## config.mk

```make
export PLATFORM = sky130hd
export DESIGN_NAME = dmem_arbiter
export DESIGN_NICKNAME = d
export VERILOG_FILES = /design/src/rtl/dmem_arbiter.sv
export SDC_FILE = /design/constraint.sdc
export NUM_CORES = 1
export LEC_CHECK = 0
export ABC_AREA = 1
export BUFFER_PORTS_ARGS = -buffer_cell sky130_fd_sc_hd__buf_4
export CORE_MARGIN = 5
export CORE_UTILIZATION = 25
export CTS_BUF_LIST = sky130_fd_sc_hd__clkbuf_4
export DETAILED_ROUTE_END_ITERATION = 12
export SLEW_MARGIN = 30
export SYNTH_ARGS = -nofsm -noshare
export SYNTH_HDL_FRONTEND = slang
export SYNTH_SLANG_ARGS = --single-unit
```

## constraint.sdc

```tcl
create_clock -name clk -period 2.35 [get_ports clk]
set_input_delay 0.5875 -clock clk [delete_from_list [all_inputs] [get_ports clk]]
set_output_delay 0.5875 -clock clk [all_outputs]
set_load 0.02 [all_outputs]
```

## src/rtl/dmem_arbiter.sv

```systemverilog
// dmem_arbiter -- shares the single-ported data memory between the CPU
// load/store stage (requester 0) and the DMA/debug loader (requester 1).
//
// At most one access is granted per cycle. Arbitration is round-robin, and the
// current owner may keep a bounded burst of up to MAX_BURST consecutive grants
// while the other side waits. The memory reads combinationally and writes at
// the granting clock edge. Read data returns one cycle after the grant.
//
// Optional feature: define DMEM_ARB_ADDR_CHECK_EN to range-check granted
// addresses against DEPTH. An out-of-range access suppresses the write, returns
// 0 for a read, and pulses err. Without the macro, err is tied 0.
//
// Ports:
//   clk, rst_n          clock, asynchronous active-low reset
//   req0/req1           access request, held until granted
//   we0/we1             1 = write, 0 = read (qualified by req)
//   addr0/addr1         word address
//   wdata0/wdata1       write data
//   gnt0/gnt1           combinational grant; the access completes this cycle
//   rdata0/rdata1       registered read data (holds between reads)
//   rvalid0/rvalid1     one-cycle pulse, the cycle after a granted read
//   mem_we/mem_a/mem_wd memory write enable, address, write data
//   mem_rd              memory combinational read data
//   err                 out-of-range pulse, the cycle after the grant
module dmem_arbiter #(
  parameter int DW        = 32,
  parameter int AW        = 32,
  parameter int MAX_BURST = 4,
  parameter int DEPTH     = 4000
) (
  input  logic          clk,
  input  logic          rst_n,
  input  logic          req0,
  input  logic          req1,
  input  logic          we0,
  input  logic          we1,
  input  logic [AW-1:0] addr0,
  input  logic [AW-1:0] addr1,
  input  logic [DW-1:0] wdata0,
  input  logic [DW-1:0] wdata1,
  output logic          gnt0,
  output logic          gnt1,
  output logic [DW-1:0] rdata0,
  output logic [DW-1:0] rdata1,
  output logic          rvalid0,
  output logic          rvalid1,
  output logic          mem_we,
  output logic [AW-1:0] mem_a,
  output logic [DW-1:0] mem_wd,
  input  logic [DW-1:0] mem_rd,
  output logic          err
);

  localparam int CW = $clog2(MAX_BURST + 1);

  if (MAX_BURST < 1 || DEPTH < 1) begin : g_bad_cfg
    $error("dmem_arbiter: MAX_BURST and DEPTH must be at least 1");
  end

  // IDLE doubles as "no grant" when used for the grant decision.
  typedef enum logic [1:0] {IDLE = 2'd0, R0 = 2'd1, R1 = 2'd2} owner_t;

  owner_t        owner;
  owner_t        last;
  owner_t        g;
  logic [CW-1:0] cnt;
  logic          sel_we;
  logic          acc;
  logic          oob;
  logic          rd0;
  logic          rd1;

  // Grant decision: a lone requester always wins. On a tie the owner keeps the
  // memory until its burst budget is spent, then the side not served last wins.
  always_comb begin
    g = IDLE;
    if (req0 && !req1) begin
      g = R0;
    end else if (!req0 && req1) begin
      g = R1;
    end else if (req0 && req1) begin
      if (owner != IDLE && cnt < CW'(MAX_BURST)) g = owner;
      else                                       g = (last == R0) ? R1 : R0;
    end
  end

  // Grants are gated by rst_n so nothing reaches the memory during reset.
  assign gnt0 = rst_n && (g == R0);
  assign gnt1 = rst_n && (g == R1);
  assign acc  = gnt0 | gnt1;

  // With no grant the mux rests on requester 0.
  assign mem_a  = (g == R1) ? addr1  : addr0;
  assign mem_wd = (g == R1) ? wdata1 : wdata0;
  assign sel_we = (g == R1) ? we1    : we0;

`ifdef DMEM_ARB_ADDR_CHECK_EN
  assign oob = (mem_a >= AW'(DEPTH));
`else
  assign oob = 1'b0;
`endif

  assign mem_we = acc & sel_we & ~oob;
  assign rd0    = gnt0 & ~we0;
  assign rd1    = gnt1 & ~we1;

  // Arbitration state and read-return registers.
  always_ff @(posedge clk or negedge rst_n) begin
    if (!rst_n) begin
      owner   <= IDLE;
      last    <= R1;
      cnt     <= '0;
      rvalid0 <= 1'b0;
      rvalid1 <= 1'b0;
      rdata0  <= '0;
      rdata1  <= '0;
    end else begin
      if (g == IDLE) begin
        owner <= IDLE;
        cnt   <= '0;
      end else if (g == owner) begin
        if (cnt < CW'(MAX_BURST)) cnt <= cnt + CW'(1);
      end else begin
        owner <= g;
        cnt   <= CW'(1);
      end
      if (g != IDLE) last <= g;

      rvalid0 <= rd0;
      rvalid1 <= rd1;
      if (rd0) rdata0 <= oob ? '0 : mem_rd;
      if (rd1) rdata1 <= oob ? '0 : mem_rd;
    end
  end

`ifdef DMEM_ARB_ADDR_CHECK_EN
  logic err_q;
  always_ff @(posedge clk or negedge rst_n) begin
    if (!rst_n) err_q <= 1'b0;
    else        err_q <= acc & oob;
  end
  assign err = err_q;
`else
  assign err = 1'b0;
`endif

endmodule

```

=== After elaboration in Yosys (flattened, before gate mapping) ===
Cells that the tools add are included.

* Register bits: 73
* Input port bits: 166
* Output and inout bits: 134

* Add/sub/neg operators: 1
* Magnitude comparators: 1
* Equality and inequality tests: 6
* Muxes and demuxes: 13
* Bitwise operators: 6
* Reductions and logical operators: 11

{| class="wikitable"
|+ Operators with widths
! cell !! count
|-
| $mux W32 || 2
|-
| $mux W2 || 7
|-
| $mux W3 || 3
|-
| $logic_and A1 B1 Y1 || 6
|-
| $eq A2 B1 Y1 const B || 2
|-
| $reduce_bool A2 Y1 || 2
|-
| $add A3 B1 Y3 const B || 1
|-
| $and A1 B1 Y1 || 3
|-
| $lt A3 B3 Y1 const B || 1
|-
| $ne A3 B2 Y1 const B || 1
|-
| $eq A2 B2 Y1 || 1
|-
| $eq A2 B2 Y1 const B || 1
|-
| $logic_not A1 Y1 || 2
|-
| $logic_not A2 Y1 || 1
|-
| $ne A2 B2 Y1 const B || 1
|-
| $not A1 Y1 || 2
|-
| $mux W1 || 1
|-
| $or A1 B1 Y1 || 1
|}

=== Depth between registers and ports, before layout ===
Gate-level depths: netlist of run 1.

* Word-level depth: 10
* Mapped depth: 11

=== Least setup slack after synthesis of run 1 ===
No wires, ideal clock.

* Path type: in2out
* Start: input req1
* End: output mem_wd[10]
* Arrival: 1.550 ns
* Data required time: 1.762 ns
* Slack: 0.213 ns
* Stages on the path: 7
* Cell sequence: a21boi_1 -> nand2_1 -> nand2_4 -> buf_2 -> buf_2 -> nand3_1 -> nand2_1

* Cells in the longest elaborated chain, start to end: 6
* Elaborated cells on any way between the ends: 9
* Classes of those cells: eq/ne: 1; mux: 4; reduce/logical: 4

{| class="wikitable"
|+ RTL lines
! element !! RTL line !! source
|-
| from (decl) || 34 || <nowiki>input logic req1,</nowiki>
|-
| $logic_and A1 B1 Y1 || 81 || <nowiki>end else if (req0 && req1) begin</nowiki>
|-
| $mux W2 || 81 ||
|-
| $mux W2 || 79 || <nowiki>end else if (!req0 && req1) begin</nowiki>
|-
| $mux W2 (*) || 77 || <nowiki>if (req0 && !req1) begin</nowiki>
|-
| $eq A2 B2 Y1 (*) || 94 || <nowiki>assign mem_wd = (g == R1) ? wdata1 : wdata0;</nowiki>
|-
| $mux W32 (*) || 94 ||
|-
| to (decl) || 49 || <nowiki>output logic [DW-1:0] mem_wd,</nowiki>
|}

Mark *: on every way between the ends. The rest lies on a longest branch, timed or not.

=== Final worst setup path of run 1 ===
* Start: register last[1]
* End: output mem_a[7]

* Cells in the longest elaborated chain, start to end: 8

{| class="wikitable"
|+ RTL lines
! element !! RTL line !! source
|-
| from (decl) || 64 || <nowiki>owner_t last;</nowiki>
|-
| from (signal assigned) || 127 || <nowiki>if (g != IDLE) last <= g;</nowiki>
|-
| $eq A2 B1 Y1 || 83 || <nowiki>else g = (last == R0) ? R1 : R0;</nowiki>
|-
| $mux W2 || 83 ||
|-
| $mux W2 || 82 || <nowiki>if (owner != IDLE && cnt < CW'(MAX_BURST)) g = owner;</nowiki>
|-
| $mux W2 || 81 ||
|-
| $mux W2 || 79 ||
|-
| $mux W2 || 77 ||
|-
| $eq A2 B2 Y1 || 93 || <nowiki>assign mem_a = (g == R1) ? addr1 : addr0;</nowiki>
|-
| $mux W32 || 93 ||
|-
| to (decl) || 48 || <nowiki>output logic [AW-1:0] mem_a,</nowiki>
|}

Every way passes these cells.

==> results.py, run 1 <==
metrics = {
    "worst_setup_path": {
        "critical_path_class": "reg -> out",
        "regToRegStartpoint": "last[1]$_DFFE_PN1P_",
        "required_ns": 1.76,
        "cp_max_fo": 8,
        "crit_path_end_kind": "primary output",
        "crit_family": "simple AND/OR/NAND/NOR gates",
        "critical_path.cell_chain": "inv_2 -> nand2_2 -> nand3_2 -> nand2_4 -> nand2_8 -> nand2_8 -> clkbuf_16 -> nand2_2 -> nand2_2 -> buf_6",
        "cp_slowest_cell": "dfstp_2",
        "cpPeakStageDelay_ns": 0.54,
        "cp-startpoint": "last[1]$_DFFE_PN1P_",
        "crit_buf_inv": 3,
        "arrival_ns": 1.94,
        "critPathLaunchType": "flip-flop",
        "cpMostUsedCell": "nand2_2",
    },
    "global_routing": {
        "grt-busiest-layer": "met2",
        "grt_pass1_vias": 4520,
        "grt_pass1_wl_um": 24400,
        "use_met3_pct": 5.51,
        "met1_usage_pct": 20.4,
        "gr-total-overflow": 0,
        "grt_max_degree": 74,
        "track_usage_pct": 16.9,
        "grt_antenna_before_repair": 1,
        "grt_use_met2_pct": 29.1,
    },
    "routing": {
        "dr.pass1.iters": 4,
        "vias": 4565,
        "wire_per_inst_um": 16.6,
        "drt_iter0_drc": 203,
        "post-route-drc-count": 0,
        "final_antenna_net_count": 0,
        "avgViaCountPerCell": 4.48,
        "wirelength_um": 16900,
    },
    "layout": {
        "layout-drive-gt1-share_pct": 56.4,
        "finalNetCount": 993,
        "final_common_cell": "buf_4",
        "layout_common_cells": "250 x buf_4, 145 x nand2_1, 71 x dfrtp_1",
        "fin_area_mm2": 0.00762,
        "area_growth_pct": 96.5,
    },
    "pwr": {
        "p_seq_share_pct": 32.8,
        "p_int_mw": 3.25,
        "power_frac_clock_pct": 14.2,
        "ir_worst_vdd_uv": 272,
        "leakage_nw": 4.14,
        "net-switching-power_mw": 2.15,
        "p_comb_share_pct": 52.9,
        "power_per_cell_area_mw_per_mm2": 709,
        "switching_share_pct": 39.8,
    },
    "clock_tree": {
        "insertion_delay_ns": 0.40,
        "cts_hold_buf": 0,
        "cts_max_level": 3,
        "clkSlewWorstSetupHoldPaths_ns": 0.12,
        "cts_sinks": 73,
        "cts_buffers": 9,
        "root_buffer": "clkbuf_4",
        "clockBufferDepth": 2,
        "cts_tree": "built",
    },
    "yosys": {
        "yosys_warnings": 0,
        "synth_area_mm2": 0.00387,
        "synth.avg_cell_area_um2": 7.54,
        "syn-num-nets": 681,
        "synth_cell_type_count": 26,
        "syn_inst": 514,
        "ys_ff_latch": 73,
        "synth_edf_count": 0,
        "yosysSeqAreaShare_pct": 47.2,
        "ys_async_sr_fraction_pct": 100,
        "synth_ff_type": "dfrtp_1",
    },
    "timing": {
        "slew_headroom_pct": 55.1,
        "period_share_pct": 107,
        "fin_ws_ns": -0.176,
        "finalMaxSlewViolations": 0,
        "worst_pin_slew_ns": 0.674,
        "final-hold-violation-count": 0,
        "clock.fmax_mhz": 396,
        "grt_setup_unrepaired": "true",
        "period_minus_slack_ns": 2.53,
        "setup_viol": 66,
        "fin_skew_ns": 0.0144,
        "hold_slack_ns": 0.327,
    },
    "floorplan": {
        "fp.dieW_um": 135,
        "io_pins": 300,
        "coreArea_mm2": 0.0152,
        "die_area_mm2": 0.0181,
        "rows": 45,
        "start_util_pct": 25.5,
        "die_h_um": 135,
    },
    "placement": {
        "post-dp-hpwl_um": 11900,
        "portBuffers": 298,
        "place_congestion": 0.899,
        "post_dp_cell_area_mm2": 0.00635,
    },
    "flow_run": {
        "drv_cap": 0,
    },
    "outcome": {
        "status": "complete, but fails checks",
        "violations": "setup timing",
    },
    "hold_path": {
        "hold_class": "in -> async",
    },
}
cell usage after synthesis (3+ instances only):
library cell	n	area, um2
o21ai_2	23	201
nand3_1	70	350
o21ai_0	12	60.1
nor2_1	3	11.3
buf_4	3	22.5
dfrtp_1	72	1800
nand2_1	210	788
buf_6	6	67.6
clkbuf_1	9	33.8
buf_2	17	85.1
inv_1	43	161
o21ai_1	32	160
per-layer routing:
| layer | up-vias | share of wire [%] | routed length (um) |
|---|---|---|---|
| li1 | 2261 | - | - |
| met1 | 2134 | 40 | 6810 |
| met2 | 153 | 52 | 8720 |
| met3 | 17 | 6.8 | 1150 |
| met4 | 0 | 1.3 | 227 |
| met5 | - | 0 | 0 |
flip-flops by register name (all words and copies together), names as in the netlist:
name	count
cnt	3
last	2
owner	2
rdata0	32
rdata1	32
rvalid0	1
rvalid1	1
logic make-up after synthesis:
group | after synthesis | synth area share, %
xor+xnor | 1 | 0.226
buf+inv | 80 | 9.75
mux | 1 | 0.258
compound gates | 68 | 11.1
fa+ha+maj | 1 | 0.323
other cells | 1 | 0.0968
simple gates | 289 | 31.1
flops | 73 | 47.2
layout make-up:
cell class / count / area [um2]
Fill cell: 1470 / 7590
Antenna cell: 1 / 2.50
Inverter: 44 / 165
Timing Repair Buffer: 336 / 3130
Sequential cell: 73 / 1830
Clock buffer: 9 / 67.6
Tap cell: 188 / 235
Multi-Input combinational cell: 362 / 2110
Clock inverter: 7 / 68.8
power groups by stage:
stage,clock network (mW),registers [mW],logic (mW)
floorplan,0,2.18,0.822
finish,0.769,1.77,2.86
detailed placement,0,1.80,2.42
global route,0.871,1.82,3.04
global placement,0,1.79,2.40
CTS,0.826,1.77,2.65
worst paths after layout:
path,slack [ns],depth (start not counted),to
max in group asynchronous,1.53,2,rdata0[4]$_DFFE_PN0P_
hold reg to reg,0.49,2,rdata0[9]$_DFFE_PN0P_
setup / recovery,-0.18,10,mem_a[7]
setup reg to reg,0.14,13,rdata1[24]$_DFFE_PN0P_
hold / removal,0.33,2,cnt[1]$_DFFE_PN0P_
min in group clk,0.44,3,rdata0[3]$_DFFE_PN0P_
repair_timing:
item,4_1_cts,5_1_grt
setup buffers,3,6
hold endpoints to repair,0,0
endpoints found under the setup margin,67,67
pin swaps,3,16
gates cloned,7,8
gates resized for setup,68,119
stage by stage:
stage | power [mW] | setup TNS (ns) | cells | util [%] | worst slack (ns)
floorplan | 3.00 | 0 | 514 | - | 0.213
global placement | 4.19 | 0 | 981 | 41.8 | 0.0353
detailed placement | 4.22 | 0 | 981 | 41.8 | 0.0161
CTS | 5.25 | -12.55 | 1006 | 45.9 | -0.229
global route | 5.73 | -17.76 | 1020 | 50.1 | -0.306
finish | 5.40 | -9.59 | 1020 | 50.1 | -0.176
(Power assumes the default switching activity.)
==> inputs of run 2 (changes only) <==
--- a/config.mk
+++ b/config.mk
@@ -5,12 +5,12 @@
 export SDC_FILE = /design/constraint.sdc
 export NUM_CORES = 1
 export LEC_CHECK = 0
-export ABC_AREA = 1
 export BUFFER_PORTS_ARGS = -buffer_cell sky130_fd_sc_hd__buf_4
 export CORE_MARGIN = 5
 export CORE_UTILIZATION = 25
 export CTS_BUF_LIST = sky130_fd_sc_hd__clkbuf_4
 export DETAILED_ROUTE_END_ITERATION = 12
+export HOLD_SLACK_MARGIN = 0.02
 export SLEW_MARGIN = 30
 export SYNTH_ARGS = -nofsm -noshare
 export SYNTH_HDL_FRONTEND = slang
==> run 2 against run 1 <==
  * The flow still finishes with violations (setup timing)
  * Global-route usage up 1.5 points
  * Synthesized cell count down 49%
  * Final area down 7.3%
  * Largest power group unchanged
==> results.py, run 2 <==
metrics = {
    "outcome": {
        "status": "complete, but fails checks",
        "violations": "setup timing",
    },
    "global_routing": {
        "grt_pass1_vias": 3860,
        "grt_pass1_wl_um": 23300,
        "grt_max_degree": 35,
        "gr-total-overflow": 0,
        "track_usage_pct": 18.4,
        "grt_antenna_before_repair": 2,
    },
    "timing": {
        "clock.fmax_mhz": 369,
        "final-hold-violation-count": 0,
        "fin_ws_ns": -0.364,
        "setup_viol": 67,
        "hold_slack_ns": 0.198,
        "fin_skew_ns": 0.0219,
        "period_share_pct": 115,
        "finalMaxSlewViolations": 0,
        "grt_setup_unrepaired": "true",
        "final.setup.tns_ns": -19.56,
        "period_minus_slack_ns": 2.71,
    },
    "yosys": {
        "yosys_warnings": 0,
        "synth_ff_type": "dfrtp_1",
        "yosysSeqAreaShare_pct": 49.9,
        "ys_top_cells_by_area": "dfrtp_1 49%, mux2_2 30%, mux2_1 8.9%",
        "synth.top_cells.by_count": "99 x mux2_2, 72 x dfrtp_1, 29 x mux2_1",
        "synth.avg_cell_area_um2": 13.9,
        "synth_area_leader_cell": "dfrtp_1",
        "synth_area_mm2": 0.00367,
        "synth_edf_count": 0,
        "synth.most_common_cell": "mux2_2",
        "syn_inst": 263,
        "syn-num-nets": 430,
        "synth_top_area_share_pct": 49.1,
        "synth_cell_type_count": 34,
        "ys_async_sr_fraction_pct": 100,
        "ys_ff_latch": 73,
    },
    "clock_tree": {
        "root_buffer": "clkbuf_4",
        "cts_buffers": 9,
        "clkSlewWorstSetupHoldPaths_ns": 0.11,
        "cts_sinks": 73,
        "clockBufferDepth": 2,
        "insertion_delay_ns": 0.41,
        "cts_tree": "built",
        "cts_max_level": 3,
    },
    "pwr": {
        "power_per_cell_area_mw_per_mm2": 706,
        "p_seq_share_pct": 35.3,
        "leakage_nw": 3.52,
        "power_frac_clock_pct": 14.1,
        "ir_worst_vdd_uv": 424,
        "net-switching-power_mw": 1.84,
        "switching_share_pct": 36.8,
        "total_power_mw": 4.99,
        "p_comb_share_pct": 50.7,
        "p_int_mw": 3.15,
    },
    "layout": {
        "n_fill_cell": 1314,
        "multi_input_area_mm2": 0.00196,
        "finalNetCount": 760,
        "reg_top3": "rdata0: 32 flops, rdata1: 32 flops, cnt: 3 flops",
        "layout_common_cells": "273 x buf_4, 72 x dfrtp_1, 52 x mux2_2",
        "final_common_cell": "buf_4",
        "fin_area_mm2": 0.00706,
        "seq_area_mm2": 0.00183,
        "area_growth_pct": 92.6,
        "layout-drive-gt1-share_pct": 77.3,
    },
    "floorplan": {
        "rows": 44,
        "die_area_mm2": 0.0172,
        "coreArea_mm2": 0.0145,
        "fp.dieW_um": 131,
        "start_util_pct": 25.3,
        "io_pins": 300,
        "die_h_um": 131,
    },
    "routing": {
        "wirelength_um": 17700,
        "final_antenna_net_count": 0,
        "dr.pass1.iters": 4,
        "vias": 3586,
        "drt_iter0_drc": 33,
        "avgViaCountPerCell": 4.57,
        "wire_per_inst_um": 22.6,
        "post-route-drc-count": 0,
    },
    "worst_setup_path": {
        "r2r_end": "rdata0[20]$_DFFE_PN0P_",
        "required_ns": 1.76,
        "arrival_ns": 2.13,
        "critical_path_class": "reg -> out",
        "r2r_slack_ns": 0.12,
        "crit_path_end_kind": "primary output",
        "regToRegStartpoint": "last[1]$_DFFE_PN1P_",
        "critPathLaunchType": "flip-flop",
        "reg2regPathDepth": 7,
        "cp_max_fo": 7,
    },
    "hold_path": {
        "hold_class": "in -> async",
    },
    "placement": {
        "portBuffers": 298,
        "post_dp_cell_area_mm2": 0.00627,
        "post-dp-hpwl_um": 13800,
        "place_congestion": 0.810,
    },
    "flow_run": {
        "drv_cap": 0,
    },
}
[run 2: power groups by stage]
stage	sequential, mW	clock (mW)	combinational [mW]
6_report	1.76	0.701	2.53
5_1_grt	1.80	0.793	2.66
4_1_cts	1.76	0.735	2.47
3_3_place_gp	1.76	0	2.23
2_1_floorplan	2.13	0	0.721
3_5_place_dp	1.78	0	2.25
[run 2: worst max-delay path by stage]
stage	endpoint	cells after the start	slack [ns]	from
after global routing	mem_a[24]	8	-0.44	last[1]$_DFFE_PN1P_
after detailed placement	mem_wd[22]	7	-0.03	cnt[2]$_DFFE_PN0P_
after floorplan	mem_a[10]	7	-0.04	cnt[2]$_DFFE_PN0P_
after CTS	mem_wd[10]	7	-0.42	last[1]$_DFFE_PN1P_
final	mem_a[7]	8	-0.36	last[1]$_DFFE_PN1P_
after global placement	mem_a[20]	7	-0.005	cnt[2]$_DFFE_PN0P_
[run 2: stage by stage]
step,setup slack (ns),cells,util [%]
CTS,-0.419,780,47.4
global placement,-0.00481,751,43.3
global route,-0.437,784,48.7
detailed placement,-0.0315,751,43.3
floorplan,-0.0369,263,-
finish,-0.364,785,48.8
[run 2: per-layer routing]
metal  vias up  share of wire (%)  GRT usage (%)
met5         -                  0              0
met4         0                1.8           6.35
met3        19                9.0           5.63
met2       166                 55           34.1
met1      1787                 34           19.6
li1       1614                  -              -
[run 2: worst max-delay path, stage by stage (launching register included)]
cell and delay (ns):
dfstp_2 0.57, nor2b_4 0.05, o21ai_4 0.15, a21oi_4 0.08, buf_12 0.15, buf_12 0.13, buf_16 0.14, mux2_4 0.31
buf_6 0.14
[run 2: logic make-up (layout without fill, tap and decap cells)]
| group | after synthesis | count (layout) | share of synthesized area, % |
|---|---|---|---|
| xor gates and xnor gates | 1 | 1 | 0.239 |
| other | 1 | 4 | 0.102 |
| and+or+nand+nor | 16 | 16 | 2.53 |
| AOI/OAI and AO/OA | 19 | 19 | 3.89 |
| muxes | 129 | 129 | 39.6 |
| adders and majority gates | 1 | 1 | 0.341 |
| buffers and inverters | 23 | 358 | 3.45 |
| DFF | 73 | 73 | 49.9 |
[run 2: final cells by class]
class                           count  share of cell area, %
Multi-Input combinational cell    167                   27.8
Inverter                            6                  0.319
Clock inverter                      6                  0.603
Antenna cell                        3                  0.106
Sequential cell                    73                   25.9
Clock buffer                       10                   1.06
Tap cell                          184                   3.26
Timing Repair Buffer              336                   41.0
[run 2: what timing repair did]
| action | 4_1_cts | 5_1_grt |
|---|---|---|
| resized for setup | 64 | 52 |
| setup endpoints to repair | 67 | 67 |
| hold buffers | 1 | 0 |
| pin swaps | 4 | 7 |
| cloned | 5 | 0 |
| buffers inserted | 8 | 3 |
| hold endpoints to repair | 1 | 0 |
